### config.mk
export PLATFORM = sky130hd
export DESIGN_NAME = counter_sweep_ctrl_flat
export DESIGN_NICKNAME = d
export VERILOG_FILES = /design/src/rtl/counter_sweep_ctrl_if.sv /design/src/rtl/counter_sweep_ctrl.sv /design/src/flat_wrapper.sv
export SDC_FILE = /design/constraint.sdc
export NUM_CORES = 1
export LEC_CHECK = 0
export CAP_MARGIN = 20
export CORE_MARGIN = 3
export CORE_UTILIZATION = 50
export CTS_BUF_LIST = sky130_fd_sc_hd__clkbuf_8
export CTS_CLUSTER_DIAMETER = 120
export CTS_CLUSTER_SIZE = 16
export DETAILED_ROUTE_END_ITERATION = 8
export GPL_ROUTABILITY_DRIVEN = 0
export HOLD_SLACK_MARGIN = 0.15
export PLACE_DENSITY = 0.78
export SETUP_SLACK_MARGIN = 0.4
export SYNTH_ARGS = -nofsm -noshare
export SYNTH_HDL_FRONTEND = slang
export SYNTH_SLANG_ARGS = --single-unit
### constraint.sdc
create_clock -name i_clk -period 5.2 [get_ports i_clk]
set_clock_uncertainty 0.05 [all_clocks]
set_input_delay 1.04 -clock i_clk [delete_from_list [all_inputs] [get_ports i_clk]]
set_output_delay 1.04 -clock i_clk [all_outputs]
set_load 0.03 [all_outputs]
### src/rtl/counter_sweep_ctrl_if.sv
// Host/counter-side signal bundle for counter_sweep_ctrl; the abort wire exists only under SWEEP_CTRL_ABORT_EN.
// slave = the sequencer itself, master = whoever drives start/bounds/count and observes the controls.
interface counter_sweep_ctrl_if #(
    parameter int WIDTH  = 5,
    parameter int PASS_W = 4
);
    logic              start;
    logic [WIDTH-1:0]  lo;
    logic [WIDTH-1:0]  hi;
    logic [PASS_W-1:0] passes;
    logic [WIDTH-1:0]  count;
    logic              enable;
    logic              updown;
    logic              busy;
    logic              done;
    logic              err;
    logic [PASS_W-1:0] pass_cnt;
`ifdef SWEEP_CTRL_ABORT_EN
    logic              abort;

    modport slave (
        input  start, lo, hi, passes, count, abort,
        output enable, updown, busy, done, err, pass_cnt
    );
    modport master (
        output start, lo, hi, passes, count, abort,
        input  enable, updown, busy, done, err, pass_cnt
    );
`else
    modport slave (
        input  start, lo, hi, passes, count,
        output enable, updown, busy, done, err, pass_cnt
    );
    modport master (
        output start, lo, hi, passes, count,
        input  enable, updown, busy, done, err, pass_cnt
    );
`endif
endinterface

### src/rtl/counter_sweep_ctrl.sv
// Triangle-sweep sequencer for an up/down counter (seek lo, up to hi, dwell, down to lo, dwell, x passes); SWEEP_CTRL_ABORT_EN adds abort.
// Latency: one counter step per enabled cycle, enable/updown are combinational; no backpressure, start is only taken in IDLE.
module counter_sweep_ctrl #(
    parameter int WIDTH        = 5,
    parameter int PASS_W       = 4,
    parameter int DWELL_CYCLES = 4
) (
    input  logic                i_clk,
    input  logic                i_reset,
    counter_sweep_ctrl_if.slave io_sweep
);
    localparam int DW = $clog2(DWELL_CYCLES + 1);

    typedef enum logic [2:0] {
        S_IDLE,
        S_SEEK,
        S_UP,
        S_DWELL_HI,
        S_DOWN,
        S_DWELL_LO,
        S_DONE
    } state_t;

    state_t            r_state;
    state_t            w_next_state;
    logic [WIDTH-1:0]  r_lo;
    logic [WIDTH-1:0]  r_hi;
    logic [PASS_W-1:0] r_passes;
    logic [PASS_W-1:0] r_pass_cnt;
    logic [DW-1:0]     r_dwell;
    logic              r_err;

    logic              w_start_ok;
    logic              w_accept;
    logic              w_at_lo;
    logic              w_at_hi;
    logic              w_in_dwell;
    logic              w_dwell_end;
    logic [PASS_W-1:0] w_pass_inc;
    logic              w_last_pass;
    logic              w_abort;
    logic              w_enable;
    logic              w_updown;

`ifdef SWEEP_CTRL_ABORT_EN
    assign w_abort = io_sweep.abort;
`else
    assign w_abort = 1'b0;
`endif

    assign w_start_ok  = (io_sweep.lo <= io_sweep.hi) && (io_sweep.passes != '0);
    assign w_accept    = (r_state == S_IDLE) && io_sweep.start && w_start_ok;
    assign w_at_lo     = (io_sweep.count == r_lo);
    assign w_at_hi     = (io_sweep.count == r_hi);
    assign w_in_dwell  = (r_state == S_DWELL_HI) || (r_state == S_DWELL_LO);
    assign w_dwell_end = (r_dwell == DW'(DWELL_CYCLES - 1));
    assign w_pass_inc  = r_pass_cnt + 1'b1;
    assign w_last_pass = (w_pass_inc == r_passes);

    always_ff @(posedge i_clk or negedge i_reset) begin
        if (!i_reset) begin
            r_state <= S_IDLE;
        end else begin
            r_state <= w_next_state;
        end
    end

    always_comb begin
        w_next_state = r_state;
        case (r_state)
            S_IDLE:     if (w_accept)    w_next_state = S_SEEK;
            S_SEEK:     if (w_at_lo)     w_next_state = S_UP;
            S_UP:       if (w_at_hi)     w_next_state = S_DWELL_HI;
            S_DWELL_HI: if (w_dwell_end) w_next_state = S_DOWN;
            S_DOWN:     if (w_at_lo)     w_next_state = w_last_pass ? S_DONE : S_DWELL_LO;
            S_DWELL_LO: if (w_dwell_end) w_next_state = S_UP;
            S_DONE:                      w_next_state = S_IDLE;
            default:                     w_next_state = S_IDLE;
        endcase
        if (w_abort && (r_state != S_IDLE)) begin
            w_next_state = S_IDLE;
        end
    end

    // Bounds are checked before enabling, so the counter stops on lo/hi and can never wrap.
    always_comb begin
        w_enable = 1'b0;
        w_updown = 1'b1;
        case (r_state)
            S_SEEK: begin
                w_updown = (io_sweep.count < r_lo);
                w_enable = !w_at_lo;
            end
            S_UP: begin
                w_enable = !w_at_hi;
            end
            S_DOWN: begin
                w_updown = 1'b0;
                w_enable = !w_at_lo;
            end
            default: begin
                w_enable = 1'b0;
            end
        endcase
        if (w_abort) begin
            w_enable = 1'b0;
        end
    end

    always_ff @(posedge i_clk or negedge i_reset) begin
        if (!i_reset) begin
            r_lo       <= '0;
            r_hi       <= '0;
            r_passes   <= '0;
            r_pass_cnt <= '0;
            r_dwell    <= '0;
            r_err      <= 1'b0;
        end else begin
            r_err <= (r_state == S_IDLE) && io_sweep.start && !w_start_ok;
            if (w_accept) begin
                r_lo       <= io_sweep.lo;
                r_hi       <= io_sweep.hi;
                r_passes   <= io_sweep.passes;
                r_pass_cnt <= '0;
            end else if ((r_state == S_DOWN) && w_at_lo && !w_abort) begin
                r_pass_cnt <= w_pass_inc;
            end
            // Restarts from zero on every dwell entry because any other state clears it.
            if (w_in_dwell && (w_next_state == r_state)) begin
                r_dwell <= r_dwell + 1'b1;
            end else begin
                r_dwell <= '0;
            end
        end
    end

    assign io_sweep.enable   = w_enable;
    assign io_sweep.updown   = w_updown;
    assign io_sweep.busy     = (r_state != S_IDLE);
    assign io_sweep.done     = (r_state == S_DONE);
    assign io_sweep.err      = r_err;
    assign io_sweep.pass_cnt = r_pass_cnt;
endmodule

### src/flat_wrapper.sv
// flat-port wrapper written by rule: the top's interface ports become plain ports
module counter_sweep_ctrl_flat 
#(
    parameter int WIDTH        = 5,
    parameter int PASS_W       = 4,
    parameter int DWELL_CYCLES = 4
)
  (i_clk, i_reset, io_sweep_start, io_sweep_lo, io_sweep_hi, io_sweep_passes, io_sweep_count, io_sweep_enable, io_sweep_updown, io_sweep_busy, io_sweep_done, io_sweep_err, io_sweep_pass_cnt);
  counter_sweep_ctrl_if #(.WIDTH(WIDTH), .PASS_W(PASS_W)) io_sweep_i ();
  input  logic i_clk;
  input  logic i_reset;
  input wire logic [$bits(io_sweep_i.start)-1:0] io_sweep_start;
  input wire logic [$bits(io_sweep_i.lo)-1:0] io_sweep_lo;
  input wire logic [$bits(io_sweep_i.hi)-1:0] io_sweep_hi;
  input wire logic [$bits(io_sweep_i.passes)-1:0] io_sweep_passes;
  input wire logic [$bits(io_sweep_i.count)-1:0] io_sweep_count;
  output wire logic [$bits(io_sweep_i.enable)-1:0] io_sweep_enable;
  output wire logic [$bits(io_sweep_i.updown)-1:0] io_sweep_updown;
  output wire logic [$bits(io_sweep_i.busy)-1:0] io_sweep_busy;
  output wire logic [$bits(io_sweep_i.done)-1:0] io_sweep_done;
  output wire logic [$bits(io_sweep_i.err)-1:0] io_sweep_err;
  output wire logic [$bits(io_sweep_i.pass_cnt)-1:0] io_sweep_pass_cnt;
  assign io_sweep_i.start = io_sweep_start;
  assign io_sweep_i.lo = io_sweep_lo;
  assign io_sweep_i.hi = io_sweep_hi;
  assign io_sweep_i.passes = io_sweep_passes;
  assign io_sweep_i.count = io_sweep_count;
  assign io_sweep_enable = io_sweep_i.enable;
  assign io_sweep_updown = io_sweep_i.updown;
  assign io_sweep_busy = io_sweep_i.busy;
  assign io_sweep_done = io_sweep_i.done;
  assign io_sweep_err = io_sweep_i.err;
  assign io_sweep_pass_cnt = io_sweep_i.pass_cnt;
  counter_sweep_ctrl #(.WIDTH(WIDTH), .PASS_W(PASS_W), .DWELL_CYCLES(DWELL_CYCLES)) u_core (.i_clk(i_clk), .i_reset(i_reset), .io_sweep(io_sweep_i));
endmodule
==> impl_metrics.py <==
metrics = {
    "floorplan": {
        "die_area_mm2": 0.00372,
        "die_h_um": 61.0,
        "rows": 19,
        "coreArea_mm2": 0.00283,
        "start_util_pct": 53.4,
        "ioPinCount": 31,
        "die_w_um": 61.0,
    },
    "global_route": {
        "grt_max_degree": 20,
        "grt.total_usage_pct": 19.0,
        "gr-total-overflow": 0,
        "grt_pass1_vias": 1151,
        "antenna_found_initial": 0,
        "grt_pass1_wl_um": 5060,
    },
    "pwr": {
        "p_sw_mw": 0.279,
        "pwr-share-clk_pct": 15.6,
        "switching_share_pct": 35.9,
        "power.leakage_nw": 0.884,
        "p_int_mw": 0.498,
        "peakVddDrop_v": 0.000234,
        "p_total_mw": 0.777,
        "power_frac_comb_pct": 42.2,
        "p_seq_share_pct": 42.3,
        "power_density_mw_per_mm2": 407,
    },
    "sta": {
        "relSlewSlack_pct": 36.9,
        "max_clock_freq_mhz": 230,
        "tightest_slew_ns": 0.944,
        "worst_slack_ns": 0.860,
        "hold_viol_final": 0,
        "period_share_pct": 83.5,
        "min_period_ns": 4.34,
        "rsz0062_at_grt": "false",
        "setup_viol": 0,
        "setup-tns-final_ns": 0,
        "slew_violations": 0,
    },
    "route": {
        "vias_per_cell": 5.43,
        "drt_iter0_drc": 53,
        "via_count": 1107,
        "dr.pass1.iters": 4,
        "wl_um": 3100,
        "drc": 0,
        "ant_nets": 0,
        "wire_per_inst_um": 15.2,
    },
    "synth": {
        "synth-seq-cells": 25,
        "syn_avg_cell_area_um2": 10.8,
        "netlist_area_mm2": 0.00151,
        "yosysSeqAreaShare_pct": 41.4,
        "synthFlopType": "dfrtp_1",
        "async_reset_ff_share_pct": 100,
        "synth_edf_count": 0,
        "synth.distinct_cells": 37,
        "synth_warnings": 0,
        "synth_cells": 140,
        "synth_nets": 175,
    },
    "worst_setup_path": {
        "r2r_end": "u_core.r_hi[1]$_DFFE_PN0P_",
        "rrSetupSlack_ns": 2.92,
        "slowest_delay_ns": 0.69,
        "path_buf_inv": 2,
        "crit_fanout": 4,
        "crit_required_ns": 4.11,
        "r2r-start": "u_core.r_state[2]$_DFF_PN0_",
        "crit_family": "buffers and inverters",
        "crit_top_cell": "clkdlybuf4s50_1",
        "end_kind": "primary output",
        "crit_type": "input pin to primary output",
        "reg2reg_depth": 4,
        "critPathLaunchType": "input pin",
        "crit_arrival_ns": 3.25,
        "cp_slowest_cell": "clkdlybuf4s50_1",
        "crit_path_cell_trace": "clkdlybuf4s50_1 -> ha_1 -> and4_1 -> and2_1 -> nor2_1 -> a21oi_1 -> o21ai_0 -> clkdlybuf4s50_1",
    },
    "placement": {
        "place_area_mm2": 0.00186,
        "dp.cells": 200,
        "portBuffers": 30,
        "post-dp-hpwl_um": 2440,
        "dpl_worst_slack_ns": 0.886,
    },
    "layout": {
        "postLayoutCellArea_mm2": 0.00191,
        "final_cells": 204,
        "syn_to_final_growth_pct": 26.2,
        "final_cell_mix": "clkdlybuf4s50_1 (30), dfrtp_1 (25), inv_1 (14)",
        "drive_above_1_share_pct": 13.3,
        "antenna_cells": 0,
        "fin_nets": 209,
        "final_common_cell": "clkdlybuf4s50_1",
    },
    "hold_path": {
        "min_path_type": "flop to flop",
        "min_to": "u_core.r_dwell[0]$_DFF_PN0_",
        "min_from": "u_core.r_dwell[0]$_DFF_PN0_",
        "hold_depth": 1,
    },
    "cts": {
        "clk_latency_ns": 0.28,
        "h-tree-depth": 1,
        "clock-sinks": 25,
        "cts_resized": 0,
        "cts_made_buffers": 3,
        "post_cts_buffers": 0,
        "cts.clk_slew.worst_paths_ns": 0.09,
        "root_buffer": "clkbuf_8",
        "hold_buffers": 0,
        "cts_tree": "yes",
        "cts_buffer_depth": 2,
    },
    "flow_run": {
        "drv_cap": 0,
    },
    "status": {
        "status": "finished, final reports clean",
    },
}
-- cell type report --
cell class              count  area, um2
clock inverters             1       7.51
fillers                   221        921
flip-flops and latches     25        626
repair buffers             31        328
clock buffers               3       41.3
multi-input cells          99        815
inverters                  14       52.6
well taps                  31       38.8
-- worst reg2reg max path: cells and delay by family (launching register included) --
kind / cells / cell delay, ns
multiplexers: 1 / 0.42
flip-flops: 1 / 0.45
AND/OR/NAND/NOR: 3 / 1.25
-- layer usage --
metal,wire (um),part of all wire [%],track usage (%),vias up
met3,125,4.0,3.62,7
met4,91,2.9,10.8,0
met5,0,0,0,-
met1,1340,43,23.7,528
li1,-,-,-,545
met2,1550,50,30.5,27
-- power by group through the flow --
stage / clock network, mW / registers (mW) / logic (mW)
after floorplan: 0 / 0.322 / 0.225
after global placement: 0 / 0.326 / 0.306
after detailed placement: 0 / 0.332 / 0.323
after CTS: 0.126 / 0.328 / 0.330
after global routing: 0.131 / 0.337 / 0.363
final: 0.121 / 0.328 / 0.328
-- synthesized netlist by cell type (2+ instances only) --
cell	instances	area share [%]
a21oi_1	4	1.3
and3_1	2	0.83
dfrtp_1	25	41
ha_1	13	11
inv_1	14	3.5
mux2_2	8	6.0
mux2_4	6	6.0
mux2i_1	3	2.0
nand2_1	5	1.2
nand3_1	3	0.99
nor2_1	12	3.0
nor2b_1	4	1.7
nor4_1	2	0.83
o21ai_0	4	1.3
xnor2_1	7	4.1
xor2_1	7	4.1
-- worst max-delay path by stage --
stage / start / to / slack (ns) / cells after the start
floorplan: io_sweep_count[2] / io_sweep_enable / 1.59 / 6
global placement: io_sweep_count[2] / io_sweep_enable / 0.94 / 8
global route: io_sweep_count[2] / io_sweep_enable / 0.73 / 8
finish: io_sweep_count[2] / io_sweep_enable / 0.86 / 8
detailed placement: io_sweep_count[2] / io_sweep_enable / 0.89 / 8
CTS: io_sweep_count[2] / io_sweep_enable / 0.86 / 8
-- stage by stage --
| step | hold slack [ns] | util (%) |
|---|---|---|
| after floorplan | 0.360 | - |
| after global routing | 0.418 | 67.4 |
| after CTS | 0.390 | 67.4 |
| after global placement | 0.372 | 64.8 |
| after detailed placement | 0.377 | 65.7 |
| final | 0.384 | 67.4 |
-- kinds of logic (layout without fill, tap and decap cells) --
family                   Yosys count  after routing  synth area share, %
AO/OA/AOI/OAI                     16             16                 6.79
buffers and inverters             16             49                 4.72
XOR/XNOR                          14             14                 8.11
AND/OR/NAND/NOR                   39             39                 14.3
adder cells (fa/ha/maj)           13             13                 10.8
multiplexers                      17             17                 13.9
flip-flops                        25             25                 41.4
-- flip-flops by register name, indices dropped and copies added (netlist names) --
| register | flops |
|---|---|
| u_core.io_sweep.pass_cnt | 4 |
| u_core.r_lo | 5 |
| u_core.r_hi | 5 |
| u_core.io_sweep.err | 1 |
| u_core.r_dwell | 3 |
| u_core.r_state | 3 |
| u_core.r_passes | 4 |
No activity file was read; power rests on OpenSTA's default activity.
